`config.mk`:
```
export PLATFORM = sky130hd
export DESIGN_NAME = mem_arbiter_rr
export DESIGN_NICKNAME = d
export VERILOG_FILES = /design/src/rtl/mem_arbiter_rr.sv
export SDC_FILE = /design/constraint.sdc
export NUM_CORES = 1
export LEC_CHECK = 0
export CAP_MARGIN = 20
export CORE_AREA = 5 5 42 44
export CTS_CLUSTER_DIAMETER = 80
export DETAILED_ROUTE_END_ITERATION = 10
export DIE_AREA = 0 0 47 49
export PLACE_DENSITY = 0.63
export SLEW_MARGIN = 20
export SYNTH_ARGS = -nofsm -noshare
export SYNTH_HDL_FRONTEND = slang
export SYNTH_SLANG_ARGS = --single-unit
export TNS_END_PERCENT = 1
```
`constraint.sdc`:
```
create_clock -name clk -period 1.3 [get_ports clk]
set_input_delay 0.26 -clock clk [delete_from_list [all_inputs] [get_ports clk]]
set_output_delay 0.26 -clock clk [all_outputs]
set_load 0.05 [all_outputs]
```
`src/rtl/mem_arbiter_rr.sv`:
```
// ----------------------------------------------------------------------------
// mem_arbiter_rr
//
// Purpose:
//   Arbitrates NUM_REQ requesters (index 0 = data cache) onto the single
//   shared physical-memory port below the L1 caches. The arbiter is either
//   fixed priority (lowest index wins) or round-robin. The grant is
//   registered and held until the memory signals completion. The completion
//   strobe is then routed back to the owning requester only. The
//   address/data muxing lives outside this block and is steered by
//   grant_idx.
//
// Handshake (one rule for every client):
//   A requester raises req_read and/or req_write as a level and holds it
//   until it sees its own resp_out bit. The memory raises s_resp for exactly
//   the cycle in which the current access completes. In that same cycle
//   mem_read/mem_write drop, and after it one GAP cycle with no grant
//   follows. This gives the owner time to lower its level before the
//   arbiter looks at the request lines again. If the owner lowers its level
//   before s_resp arrives, the access is abandoned and no resp_out is
//   produced.
//
// Parameters:
//   NUM_REQ   number of requesters, 2..16
//   RR_MODE   1 = round-robin, 0 = fixed priority
//   IDXW      grant index width (derived from NUM_REQ, minimum 1)
//
// Ports:
//   clk        clock, all state changes on the rising edge
//   rst_n      asynchronous active-low reset
//   req_read   per-requester read request level
//   req_write  per-requester write request level
//   s_resp     memory completion strobe for the current grant
//   grant      one-hot owner of the memory port (registered)
//   grant_idx  binary owner index; holds the last owner when idle
//   mem_read   owner's read request forwarded while busy, dropped on s_resp
//   mem_write  owner's write request forwarded while busy, dropped on s_resp
//   resp_out   s_resp routed to the owner
//   state_dbg  current FSM state (0 = IDLE, 1 = BUSY, 2 = GAP)
// ----------------------------------------------------------------------------
module mem_arbiter_rr #(
    parameter int NUM_REQ = 2,
    parameter int RR_MODE = 1,
    parameter int IDXW    = (NUM_REQ > 1) ? $clog2(NUM_REQ) : 1
) (
    input  logic               clk,
    input  logic               rst_n,
    input  logic [NUM_REQ-1:0] req_read,
    input  logic [NUM_REQ-1:0] req_write,
    input  logic               s_resp,
    output logic [NUM_REQ-1:0] grant,
    output logic [IDXW-1:0]    grant_idx,
    output logic               mem_read,
    output logic               mem_write,
    output logic [NUM_REQ-1:0] resp_out,
    output logic [1:0]         state_dbg
);

    typedef enum logic [1:0] {
        ST_IDLE = 2'd0,
        ST_BUSY = 2'd1,
        ST_GAP  = 2'd2
    } state_t;

    state_t               state_q, state_d;
    logic [NUM_REQ-1:0]   grant_q, grant_d;
    logic [IDXW-1:0]      idx_q, idx_d;
    logic [IDXW-1:0]      ptr_q, ptr_d;

    logic [NUM_REQ-1:0]   active;
    logic [IDXW-1:0]      scan_start;
    logic                 win_found;
    logic [IDXW-1:0]      win_idx;
    logic                 busy;

    // Index addition modulo NUM_REQ. The wrap is done explicitly, so a
    // NUM_REQ that is not a power of two never yields an out-of-range index.
    function automatic logic [IDXW-1:0] wrap_add(input logic [IDXW-1:0] base,
                                                 input int off);
        int sum;
        sum = int'(base) + off;
        if (sum >= NUM_REQ) begin
            sum = sum - NUM_REQ;
        end
        return IDXW'(sum);
    endfunction

    assign active = req_read | req_write;

    // ------------------------------------------------------------------
    // Winner search: walk the requesters starting at scan_start and take
    // the first active one. Fixed priority always starts the walk at 0.
    // Round-robin starts at the slot after the last completed owner.
    // ------------------------------------------------------------------
    always_comb begin
        logic [IDXW-1:0] cand;
        scan_start = (RR_MODE != 0) ? ptr_q : '0;
        win_found  = 1'b0;
        win_idx    = '0;
        cand       = '0;
        for (int k = 0; k < NUM_REQ; k++) begin
            cand = wrap_add(scan_start, k);
            if (!win_found && active[cand]) begin
                win_found = 1'b1;
                win_idx   = cand;
            end
        end
    end

    // ------------------------------------------------------------------
    // State register (with grant, owner index and round-robin pointer).
    // ------------------------------------------------------------------
    always_ff @(posedge clk or negedge rst_n) begin
        if (!rst_n) begin
            state_q <= ST_IDLE;
            grant_q <= '0;
            idx_q   <= '0;
            ptr_q   <= '0;
        end else begin
            state_q <= state_d;
            grant_q <= grant_d;
            idx_q   <= idx_d;
            ptr_q   <= ptr_d;
        end
    end

    // ------------------------------------------------------------------
    // Next-state logic.
    // ------------------------------------------------------------------
    always_comb begin
        state_d = state_q;
        grant_d = grant_q;
        idx_d   = idx_q;
        ptr_d   = ptr_q;
        case (state_q)
            ST_IDLE: begin
                grant_d = '0;
                if (win_found) begin
                    state_d          = ST_BUSY;
                    grant_d[win_idx] = 1'b1;
                    idx_d            = win_idx;
                end
            end
            ST_BUSY: begin
                // Completion takes precedence over the owner dropping its
                // request in the same cycle. Other requesters never preempt.
                if (s_resp) begin
                    state_d = ST_GAP;
                    grant_d = '0;
                    if (RR_MODE != 0) begin
                        ptr_d = wrap_add(idx_q, 1);
                    end
                end else if (!active[idx_q]) begin
                    // Abandoned access: the fairness pointer is left alone.
                    state_d = ST_IDLE;
                    grant_d = '0;
                end
            end
            ST_GAP: begin
                state_d = ST_IDLE;
                grant_d = '0;
            end
            default: begin
                state_d = ST_IDLE;
                grant_d = '0;
            end
        endcase
    end

    // ------------------------------------------------------------------
    // Output logic. The access lines drop in the s_resp cycle. They are
    // also gated by rst_n so that they clear during reset without waiting
    // for a clock edge.
    // ------------------------------------------------------------------
    always_comb begin
        busy      = (state_q == ST_BUSY);
        mem_read  = rst_n & busy & req_read[idx_q]  & ~s_resp;
        mem_write = rst_n & busy & req_write[idx_q] & ~s_resp;
        resp_out  = grant_q & {NUM_REQ{s_resp & rst_n}};
        grant     = grant_q;
        grant_idx = idx_q;
        state_dbg = state_q;
    end

    // ------------------------------------------------------------------
    // Structural invariants of the grant register.
    // ------------------------------------------------------------------
    a_grant_onehot: assert property (@(posedge clk) disable iff (!rst_n)
        $onehot0(grant_q));
    a_grant_iff_busy: assert property (@(posedge clk) disable iff (!rst_n)
        ((grant_q != '0) == (state_q == ST_BUSY)));
    a_grant_matches_idx: assert property (@(posedge clk) disable iff (!rst_n)
        (state_q == ST_BUSY) |-> grant_q[idx_q]);
    a_idx_in_range: assert property (@(posedge clk) disable iff (!rst_n)
        (int'(idx_q) < NUM_REQ) && (int'(ptr_q) < NUM_REQ));

endmodule

```
==> impl_metrics.toml <==
[outcome]
status = "complete, but fails checks"
violations = "negative setup slack"

[route]
drcViolationCount = 0
wl_um = 970
dr.pass1.iters = 4
viasPerCell = 4.74
wl_per_cell_um = 12.8
drt_iter0_drc = 4
num_vias = 360
ant_nets = 0

[worst_setup_path]
r2r_end = "grant[1]$_DFFE_PN0P_"
crit_type = "reg -> out"
path_cells = "nor3b_4 > nand2_2 > nor2_4 > buf_12"
worstSetupStartpointType = "flip-flop"
cp_top_family = "simple AND/OR/NAND/NOR gates"
crit_path_max_fanout = 2
cp_data_required_time_ps = 1040
slowest_delay_ps = 420
cp.arrival_ps = 1260
r2r_start = "grant_idx$_DFFE_PN0P_"
reg2reg_depth = 4
r2r_setup_slack_ps = 140
critPathBufInv = 1
critPathSlowestCell = "dfrtp_2"
cp-end-kind = "output port"

[clock_network]
cts_buffers = 3
clkTransAtPathRegs_ps = 50
htree_levels = 1
clock-root-buffer = "clkbuf_4"
worstSkewPairLatency_ps = 240
clock_sinks = 6
cts_tree = "done"
postCtsSetupRepairBufs = 0
cts_buffer_depth = 2

[sta]
clock_skew_ps = 6.35
fmax_mhz = 657
tightest_slew_ps = 253
period_share_pct = 117
layout_setup_ws_ps = -222
hold_viol_final = 0
finalSetupViolCount = 2
rsz0062_at_grt = "yes"
hold-worst-slack_ps = 181
setup_tns_ps = -440
finalCriticalPeriod_ps = 1520
drv_slew = 0
slew_headroom_pct = 82.6

[global_routing]
grt_max_degree = 7
grt_overflow = 0
antenna_found_initial = 0
grt_pass1_vias = 426
grt_pass1_wl_um = 1700
grt_usage_pct = 10.5

[power_and_ir_drop]
p_switching_w = 0.000717
leakage_nw = 0.313
swShare_pct = 42.9
power_per_cell_area_nw_per_um2 = 2350
pwr-share-comb_pct = 67.0
clkPwrFrac_pct = 10.7
p_int_w = 0.000956
vdd_drop_max_v = 0.00119
seq_power_share_pct = 22.4

[final_layout]
multi_input_area_um2 = 200
n_fill_cell = 138
diodes = 0
drive_gt1_share_pct = 55.0
final_nets = 68
area_growth_pct = 108
ff_latch_area_um2 = 155

[yosys]
synth_nets = 40
synth_top_area_cell = "dfrtp_1"
synth_top_area_share_pct = 44.0
ys_seq_area_share_pct = 44.0
synth_area_um2 = 342
synth-seq-cells = 6
yosys-top-cells-area = "dfrtp_1, a32o_1, mux2i_1"
postSynthCellCount = 33
synth.avg_cell_area_um2 = 10.4
yosys.cell_types.count = 19
yosys_warnings = 0

[floorplan]
num_rows = 14
die-area_um2 = 2300
ioPinCount = 16
die_h_um = 49
die_x_um = 47
fp.coreArea_um2 = 1400
start_util_pct = 24.4

[place]
place_hpwl_um = 813
io_buffers = 15
routabilityCongestion = 0.780

[flow_run]
max-cap-violations = 0

[hold_path]
hold_path_class = "in -> async"
## power by group through the flow
stage	sequential [W]	clock [W]	combinational (W)
after floorplan	0.000607	0	0.000344
after global placement	0.000375	0	0.00112
after detailed placement	0.000375	0	0.00113
after CTS	0.000374	0.000191	0.00113
after global routing	0.000390	0.000209	0.00118
final	0.000374	0.000179	0.00112
## flip-flops by register name (all words and copies together), names as in the netlist
signal,count
ptr_q,1
grant,2
grant_idx,1
state_dbg,2
## area by class of cell
type / instances / area share, %
inverter: 1 / 0.528
tap: 16 / 2.82
clock buffer: 4 / 3.70
sequential: 6 / 21.8
multi-input combinational: 25 / 28.2
timing repair buffer: 24 / 43.0
## what timing repair did
action | 4_1_cts | 5_1_grt
pin swaps | 1 | 0
resized for setup | 2 | 1
hold buffers | 0 | 0
endpoints found under the setup margin | 4 | 4
## cells in the mapped netlist (all sizes together)
| master | number |
|---|---|
| a211oi | 1 |
| a21o | 1 |
| a21oi | 1 |
| a2bb2oi | 1 |
| a32o | 2 |
| and3 | 2 |
| buf | 1 |
| dfrtp | 6 |
| inv | 1 |
| mux2i | 2 |
| nand2 | 2 |
| nand3b | 1 |
| nor2 | 5 |
| nor3 | 3 |
| nor3b | 1 |
| o21ai | 2 |
| or2 | 1 |
## logic make-up (layout without fill, tap and decap cells)
group                  count (synthesis)  in the layout  synth area share [%]
and+or+nand+nor                       15             15                  27.1
AOI/OAI and AO/OA                      8              8                  18.7
buffers and inverters                  2             29                  4.39
muxes                                  2              2                  5.86
DFF                                    6              6                  44.0
## how the worst max path moves through the flow
stage                                  start         to  slack (ps)  cells past startpoint
finish              state_dbg[1]$_DFFE_PN0P_  mem_write        -220                      4
global route        state_dbg[1]$_DFFE_PN0P_  mem_write        -310                      4
CTS                 state_dbg[1]$_DFFE_PN0P_  mem_write        -250                      4
detailed placement                    s_resp  mem_write        -310                      5
global placement                      s_resp   mem_read        -290                      5
floorplan           state_dbg[0]$_DFFE_PN0P_   mem_read        -150                      3
## cells in the final DEF (no fill, tap or decap), drive strengths merged
master,instances
mux2i,2
inv,1
nor3,3
clkdlybuf4s50,4
clkbuf,4
a32o,2
a2bb2oi,1
o21ai,2
nor2,5
dlygate4sd2,2
dfrtp,6
and3,2
nor3b,1
or2,1
nand3b,1
a21oi,1
buf,18
a21o,1
a211oi,1
nand2,2
## through the flow
step | area (µm²) | power [W] | worst slack [ps] | util, % | std cells
after floorplan | 369 | 0.000951 | -155 | - | 33
after global placement | 686 | 0.00150 | -290 | 48.9 | 72
after detailed placement | 686 | 0.00150 | -315 | 48.9 | 72
after CTS | 709 | 0.00170 | -246 | 50.6 | 76
after global routing | 711 | 0.00178 | -308 | 50.7 | 76
final | 711 | 0.00167 | -222 | 50.7 | 76
## per-layer routing
layer | GRT usage (%) | part of all wire (%) | up-vias
met4 | 6.91 | 1.3 | 0
met3 | 3.69 | 11 | 2
met5 | 0 | 0 | -
met1 | 12.7 | 42 | 167
met2 | 14.9 | 46 | 15
li1 | - | - | 176
No activity file was read; power rests on OpenSTA's default activity.
